==> src/rtl/aes_ks_sequencer.sv <==
// Control sequencer for the masked AES key schedule.
// It walks the expanded-key word index one word per accepted step, for
// AES-128/192/256, in forward or inverse order. It also drives the round-constant
// generator and the RotWord/SubWord enables of the key-schedule datapath.
module aes_ks_sequencer (
    input  logic       clk,
    input  logic       rst,
    input  logic       start,
    input  logic       mode_192,
    input  logic       mode_256,
    input  logic       inverse,
    input  logic       step,
    output logic       busy,
    output logic       done,
    output logic [5:0] word_idx,
    output logic       rot_en,
    output logic       sub_en,
    output logic       last_word,
    output logic       rcon_rst,
    output logic       rcon_update,
    output logic       rcon_enable,
    output logic       rcon_mode_192,
    output logic       rcon_mode_256,
    output logic       rcon_inverse
);

    typedef enum logic [1:0] {
        IDLE = 2'd0,
        INIT = 2'd1,
        RUN  = 2'd2,
        DONE = 2'd3
    } state_t;

    state_t     state;
    logic [5:0] idx;        // expanded-key word index i
    logic [2:0] phase;      // i mod Nk, tracked incrementally
    logic       lat_192;    // latched AES-192 (cleared when AES-256 wins)
    logic       lat_256;    // latched AES-256
    logic       lat_inv;    // latched inverse direction

    logic [5:0] nk;         // first computed word index (Nk)
    logic [5:0] iend;       // final word index
    logic [2:0] phase_max;  // Nk-1, the phase wrap point
    logic       in_run;
    logic       at_last;

    // Key-size constants derived from the latched mode
    always_comb begin
        nk        = 6'd4;
        iend      = 6'd43;
        phase_max = 3'd3;
        if (lat_256) begin
            nk        = 6'd8;
            iend      = 6'd59;
            phase_max = 3'd7;
        end else if (lat_192) begin
            nk        = 6'd6;
            iend      = 6'd51;
            phase_max = 3'd5;
        end
    end

    // The final word is the top index going forward and Nk going backward
    always_comb begin
        at_last = lat_inv ? (idx == nk) : (idx == iend);
    end

    // Sequencer state, counters and latched run configuration
    always_ff @(posedge clk) begin
        if (rst) begin
            state   <= IDLE;
            idx     <= 6'd0;
            phase   <= 3'd0;
            lat_192 <= 1'b0;
            lat_256 <= 1'b0;
            lat_inv <= 1'b0;
        end else begin
            case (state)
                IDLE: begin
                    if (start) begin
                        lat_256 <= mode_256;
                        lat_192 <= mode_192 & ~mode_256;
                        lat_inv <= inverse;
                        state   <= INIT;
                    end
                end
                INIT: begin
                    // iend mod Nk is 3 for every key size, so inverse starts at phase 3
                    if (lat_inv) begin
                        idx   <= iend;
                        phase <= 3'd3;
                    end else begin
                        idx   <= nk;
                        phase <= 3'd0;
                    end
                    state <= RUN;
                end
                RUN: begin
                    if (step) begin
                        if (at_last) begin
                            // Counters stay put so indices never leave [Nk, iend]
                            state <= DONE;
                        end else if (lat_inv) begin
                            idx   <= idx - 6'd1;
                            phase <= (phase == 3'd0) ? phase_max : phase - 3'd1;
                        end else begin
                            idx   <= idx + 6'd1;
                            phase <= (phase == phase_max) ? 3'd0 : phase + 3'd1;
                        end
                    end
                end
                DONE: begin
                    state <= IDLE;
                end
                default: begin
                    state <= IDLE;
                end
            endcase
        end
    end

    // Output decode; everything except rcon_rst is forced low while rst is high
    always_comb begin
        in_run        = (state == RUN) && !rst;
        busy          = ((state == INIT) || (state == RUN)) && !rst;
        done          = (state == DONE) && !rst;
        word_idx      = rst ? 6'd0 : idx;
        rot_en        = in_run && (phase == 3'd0);
        rcon_enable   = in_run && (phase == 3'd0);
        sub_en        = in_run && ((phase == 3'd0) || (lat_256 && (phase == 3'd4)));
        last_word     = in_run && at_last;
        rcon_update   = in_run && step && (phase == 3'd0);
        rcon_rst      = rst || (state == INIT);
        rcon_mode_192 = lat_192 && !rst;
        rcon_mode_256 = lat_256 && !rst;
        rcon_inverse  = lat_inv && !rst;
    end

endmodule
==> config.mk <==
export PLATFORM = sky130hd
export DESIGN_NAME = aes_ks_sequencer
export DESIGN_NICKNAME = d
export VERILOG_FILES = /design/src/rtl/aes_ks_sequencer.sv
export SDC_FILE = /design/constraint.sdc
export NUM_CORES = 1
export LEC_CHECK = 0
export BUFFER_PORTS_ARGS = -buffer_cell sky130_fd_sc_hd__buf_2
export CORE_ASPECT_RATIO = 0.9
export CORE_MARGIN = 10
export CORE_UTILIZATION = 45
export CTS_CLUSTER_DIAMETER = 120
export DETAILED_ROUTE_END_ITERATION = 10
export MAX_ROUTING_LAYER = met4
export PLACE_DENSITY = 0.7
export SLEW_MARGIN = 30
export SYNTH_ARGS = -nofsm -noshare
export SYNTH_HDL_FRONTEND = slang
export SYNTH_SLANG_ARGS = --single-unit
==> constraint.sdc <==
create_clock -name clk -period 4.6 [get_ports clk]
set_input_delay 0.46 -clock clk [delete_from_list [all_inputs] [get_ports clk]]
set_output_delay 0.46 -clock clk [all_outputs]
set_load 0.02 [all_outputs]
==> results of run 1 <==
==> worst max-delay path by stage <==
stage	start	endpoint	slack, ns	cells past startpoint
4_1_cts	lat_inv	last_word	2.03	5
6_report	lat_inv	idx[1]	2.00	6
3_3_place_gp	lat_inv	phase[0]	2.22	6
5_1_grt	lat_inv	last_word	1.74	5
2_1_floorplan	lat_inv	phase[0]	2.49	7
3_5_place_dp	lat_inv	idx[1]	2.12	6
==> metal layers <==
layer  GRT usage  routed length, um  part of all wire
met4      0.0330                 27            0.0081
met1       0.140               1470              0.44
met2       0.217               1610              0.48
met5           -                  0                 0
met3      0.0337                223             0.067
==> state kept, by name, summed over array words and instances (netlist names) <==
name / flops
idx: 6
phase: 3
lat_256: 1
state: 2
lat_192: 1
lat_inv: 1
==> area by class of cell <==
type	count	area [um^2]	area share
clock buffer	3	22.5	0.0155
inverter	12	45.0	0.0310
multi-input combinational	132	938	0.647
sequential	14	280	0.193
tap	40	50.0	0.0345
timing repair buffer	23	115	0.0793
==> power by group through the flow <==
stage | sequential [mW] | combinational (mW) | clock [mW]
after floorplan | 0.184 | 0.314 | 0
after global placement | 0.206 | 0.365 | 0
after detailed placement | 0.207 | 0.375 | 0
after CTS | 0.205 | 0.378 | 0.0720
after global routing | 0.214 | 0.423 | 0.0774
final | 0.206 | 0.377 | 0.0705
==> stage by stage <==
stage               power, mW  hold WS (ns)
floorplan               0.499         0.475
global placement        0.571         0.524
detailed placement      0.582         0.524
CTS                     0.654         0.427
global route            0.715         0.442
finish                  0.654         0.432
==> kinds of logic (layout without fill, tap and decap cells) <==
family	after synthesis	count (layout)	share of synthesized area
fa+ha+maj	13	13	0.130
mux	1	1	0.00858
simple gates	64	64	0.254
buf+inv	21	38	0.0715
flops	14	14	0.214
xor+xnor	5	5	0.0334
compound gates	49	49	0.290
==> cells in the final DEF, fill, tap and decap left out, drive strengths merged, types with 2 or more instances in the layout <==
| cell | synthesis | routed |
|---|---|---|
| buf | 7 | 23 |
| nor2 | 18 | 18 |
| dfxtp | 14 | 14 |
| inv | 12 | 12 |
| ha | 12 | 12 |
| nand2 | 11 | 11 |
| a21oi | 11 | 11 |
| nor2b | 10 | 10 |
| o21ai | 8 | 8 |
| a211oi | 8 | 8 |
| nor3 | 7 | 7 |
| nand3 | 5 | 5 |
| nand2b | 4 | 4 |
| xnor2 | 3 | 3 |
| a221oi | 3 | 3 |
| clkbuf | 2 | 3 |
| xor2 | 2 | 2 |
| a21o | 2 | 2 |
| o22ai | 2 | 2 |
| o221ai | 2 | 2 |
| a31oi | 2 | 2 |
==> critical path: cells and delay by family (launching register included) <==
family	cells	cell delay, ns
AO/OA/AOI/OAI	5	1.52
flip-flops	1	0.77
buffers and inverters	1	0.24
==> results.md, run 1 <==
* Status: completed
* Hold_buf cts at 0
* Worst Tran Pin Value at 0.720 ns
* Crit-path slowest cell: dfxtp_1
* Clock Tree Root: clkbuf_4
* Synth Net Count at around 190
* DRT iter0 DRCs at around 70
* H-tree levels at 1
* WHS Endpoint: lat_inv
* Area after DPL at between 1000 and 1500 um^2
* Die Area at approximately 5500 um^2
* Switching part of the total at 0.482
* Skew-Pair Late Insertion Delay at 0.28 ns
* Post-synth top area share at 0.214
* Cell count after synthesis at between 150 and 200
* Clock Path Buffers at 2
* Final HPWL DP at around 2.5 mm
* R2r startpoint: lat_inv
* R2R Path End: idx[1]
* Setup TNS Final at 0 ns
* Dpl ws at between 2 and 2.5 ns
* Syn_area_per_cell at ~7.9 um^2
* WL/cell at approximately 15 um
* Crit path kind: flop to flop
* Final Util at 0.524
* Hold path depth at 3
* Sequential share of power at 0.316
* Worst Path Required at between 4 and 5 ns
* Min setup slack post-route at 2.00 ns
* Startpoint types: flop
* Most numerous cell in the Yosys netlist: nor2_1
* Mapped Area at roughly 1300 um^2
* RSZ-0062 raised after global routing: no
* Synth Flop Type: dfxtp_1
* P_int at approximately 340 uW
* Post-route ant nets at 0
* TritonRoute pass-1 iters at 4
* Row count at 18
* Maximum vdd drop at about 270 uV
* Power Density at approximately 450 nW/um^2
* Crit. End Element: flop
* WP data arrival at between 2 and 3 ns
* TritonCTS buffer count at 3
* Final GP Congestion at 0.829
* CTS tree: built
* Number of setup violations in the final report at 0
* PostCTS Resize Cnt at 0
* Clk pin slew, worst setup/hold paths at roughly 0.080 ns
* Max_cap viols at 0
* Ys Warns at 0
* Layout Cells excl Fill at between 200 and 250
* I/O pin cnt at 24
* Dpl cells at 221
* Post-synth EDFFs at 0
* Slew HR at 0.520
* Final Hold Vio Count at 0
* Critical path peak fanout at 22
* Share of cells above drive strength 1 at 0.196
* Detailed-route via count at 1311
* Minimum clock period at between 2 and 3 ns
* Post-synthesis sequential area ratio at 0.214
* Nets@finish at just over 200
* Vias/cell at just under 6
* Worst R2R Setup Slack at about 2 ns
* Final instance area at approximately 1500 um^2
* Total grt overflow at 0
* Clock power frac at 0.108
* Final worst-path cycle share at 0.566
* Core box area at 2770 um^2
* Yosys top cell by area: dfxtp_1
* Global-route wire length before repair at roughly 5.8 mm
* Post-synth ARST share at 0
* Chip Width at between 70 and 80 um
* Area contributors post-synth: dfxtp_1 21%, ha_1 11%, nor2_1 5.1%
* FMAX at about 380 MHz
* Largest net degree at the start of global routing at 29
* Max Transition Viols Final at 0
* Post-synth top cells: 18 x nor2_1, 14 x dfxtp_1, 12 x ha_1, 12 x inv_1
* Combinational Power Share at 0.576
* Type of the most critical hold path: input pin to flop
* Synth cell types at between 40 and 50
* R2R cell count at 6
* P&R area growth vs syn at 10.6%
* FF+latch count, synth at 14
* HP Start: inverse
* Layout fillers at between 200 and 300
* CP peak stage delay at 0.77 ns
* Initial antenna violation count at 0
* Setup bufs post-CTS at 0
* Net Sw Power at between 300 and 400 uW
* Routed WL at about 3.3 mm
* All-Layer GR Usage at 0.125
* Vias in the first global route at about 1300
* # DRC at 0
* Pleak at between 0.6 and 0.7 nW
* Ant. Diodes at 0
* CP Cell Sequence: inv_1 > o21a_1 > o221a_2 > o21ai_0 > o311ai_0 > a21oi_1
* Clock Sink Count at 14
* Chip height at 71.2 um
* Final setup skew at between 0.0008 and 0.0009 ns
* Starting density of the core at 0.474
* I/O Buffers at 23
(Power assumes the default switching activity.)
==> run 2: changes to the inputs <==
clock period = 2.4 ns   (was 4.6 ns; I/O delays follow)
==> run 2 against run 1 <==
Net effect:
- sequential share of layout area decreased by 1.3 points
- die area unchanged
- global-route usage increased by 0.54 points
- count of clock-buffer cells in the layout increased by 1
- combinational power increased by 120%
- final cell count increased by 6.3%
- wire length increased by 3.2%
- clock power increased to 2.5 times the previous value
- highest routed layer unchanged
==> results.md, run 2 (synthesized netlist as in run 1, its figures left out) <==
* Area of the multi-input gates at 938 um^2 (unchanged)
* Starting density of the core at 0.474 (unchanged)
* Final setup skew at 0.0110 ns (+0.0102 ns)
* Crit path kind: flop to output pin
* DRT iter0 DRCs at 66 (-7.0%)
* Clk pin slew, worst setup/hold paths at 0.08 ns (about the same)
* Pleak at 0.691 nW (+12%)
* R2r startpoint: lat_192
* Commonest non-fill, non-tap cell in the layout: buf_2
* Worst Path Required at 2.16 ns (-2.66 ns)
* TritonCTS buffer count at 3 (unchanged)
* P&R area growth vs syn at 19.2%
* Startpoint types: flop
* I/O Buffers at 23 (unchanged)
* Share of cells above drive strength 1 at 0.258 (+0.0619)
* Number of setup violations in the final report at 0 (unchanged)
* Vias/cell at 5.47 (-6.5%)
* Detailed-route via count at 1303 (-0.61%)
* Commonest cells after routing, fill and taps aside: 23 x buf_2, 18 x nor2_1, 13 x dfxtp_1, 13 x buf_4
* Clock Sink Count at 14 (unchanged)
* Worst Tran Pin Value at 0.671 ns (-0.0492 ns)
* Critical path peak fanout at 7 (-68%)
* Crit. End Element: output pin
* Critical path origin: lat_192
* Final Hold Vio Count at 0 (unchanged)
* Status: completed
* Max reg flops at 6 (unchanged)
* Skew-Pair Late Insertion Delay at 0.30 ns (+0.02 ns)
* Nets@finish at 219 (+6.3%)
* Clock Path Buffers at 2 (unchanged)
* Minimum clock period at 2.21 ns
* Sequential cell area at 282 um^2 (+0.45%)
* Type of the most critical hold path: input pin to flop
* Power Density at 888 nW/um^2 (+97%)
* # DRC at 0 (unchanged)
* Post-route ant nets at 0 (unchanged)
* Largest net degree at the start of global routing at 29 (unchanged)
* Ant. Diodes at 0 (unchanged)
* CTS tree: built
* WL/cell at 14.4 um (-2.9%)
* Hold_buf cts at 0 (unchanged)
* Vias in the first global route at 1229 (-7.0%)
* Initial antenna violation count at 0 (unchanged)
* Area after DPL at 1500 um^2 (+4.7%)
* Net Sw Power at 634 uW (+100%)
* H-tree levels at 1 (unchanged)
* Layout fillers at 264 (-5.4%)
* FMAX at about 450 MHz
* Final GP Congestion at 0.910 (+9.7%)
* Die Area at 5480 um^2 (unchanged)
* Max Transition Viols Final at 0 (unchanged)
* Switching part of the total at 0.457 (-0.0252)
* Slew HR at 0.548 (+0.0281)
* Total grt overflow at 0 (unchanged)
* Largest reg by FF count: idx
* Chip height at 71.2 um (unchanged)
* TritonRoute pass-1 iters at 4 (unchanged)
* I/O pin cnt at 24 (unchanged)
* HP Start: inverse
* All-Layer GR Usage at 0.131 (+0.00537)
* Row count at 18 (unchanged)
* Largest registers: idx (6), phase (3), state (2)
* P_int at 754 uW (+120%)
* Sequential share of power at 0.271 (-0.045)
* Maximum vdd drop at 394 uV (+48%)
* Final instance area at 1560 um^2 (+7.8%)
* Clock power frac at 0.129 (+0.021)
* Setup TNS Final at 0 ns (unchanged)
* Clock Tree Root: clkbuf_4
* Routed WL at 3.43 mm (+3.2%)
* RSZ-0062 raised after global routing: no
* Tightest hold margin at 0.199 ns (-0.234 ns)
* WP data arrival at 1.97 ns (-0.85 ns)
* Chip Width at 76.9 um (unchanged)
* Combinational Power Share at 0.601 (+0.025)
* Global-route wire length before repair at 5.83 mm (+1.3%)
* Final worst-path cycle share at 0.921
* Core box area at 2770 um^2 (unchanged)
* Final HPWL DP at 2.65 mm (+4.8%)
* Max_cap viols at 0 (unchanged)
[run 2: cell count changes in the layout (fill, tap and decap cells not counted), sizes merged]
cell | previous run | this run
buf | 23 | 36
clkbuf | 3 | 4
[run 2: stage by stage]
stage | setup slack, ns | power, mW | cells | util
after floorplan | 0.295 | 0.956 | 167 | -
after detailed placement | -0.00662 | 1.16 | 230 | 0.540
after global placement | 0.0490 | 1.14 | 230 | 0.540
final | 0.190 | 1.39 | 238 | 0.565
after CTS | 0.0711 | 1.34 | 234 | 0.554
after global routing | 0.0502 | 1.51 | 238 | 0.565
[run 2: layout make-up]
type                    count  share of cell area
well taps                  40              0.0320
multi-input cells         132               0.600
inverters                  12              0.0288
flip-flops and latches     14               0.180
clock buffers               4              0.0232
repair buffers             36               0.136
[run 2: worst paths after layout]
path	end	slack, ns	depth (start not counted)
max	last_word	0.19	5
min	lat_inv	0.20	3
max reg2reg	phase[0]	0.21	6
min reg2reg	idx[0]	0.50	2
[run 2: routing by layer]
| metal | track usage | routed length, um |
|---|---|---|
| met4 | 0.0454 | 42 |
| met5 | - | 0 |
| met1 | 0.154 | 1590 |
| met2 | 0.211 | 1650 |
| met3 | 0.0337 | 156 |
[run 2: repair_timing]
| item | 4_1_cts | 5_1_grt |
|---|---|---|
| cloned | 0 | 0 |
| pin swaps | 0 | 1 |
| resized for setup | 1 | 0 |
| buffers inserted | 0 | 4 |
| setup endpoints to repair | 1 | 1 |
[run 2: critical path: stages, from the launching register on]
cell,delay [ns]
dfxtp_1,0.46
or3b_2,0.46
a21oi_1,0.26
o221ai_2,0.21
nor2_1,0.12
buf_2,0.17
[run 2: power groups by stage]
stage / combinational, mW / clock [mW] / sequential [mW]
after detailed placement: 0.780 / 0 / 0.380
after global routing: 0.931 / 0.194 / 0.388
after CTS: 0.783 / 0.186 / 0.374
final: 0.834 / 0.179 / 0.376
after floorplan: 0.602 / 0 / 0.354
after global placement: 0.761 / 0 / 0.377
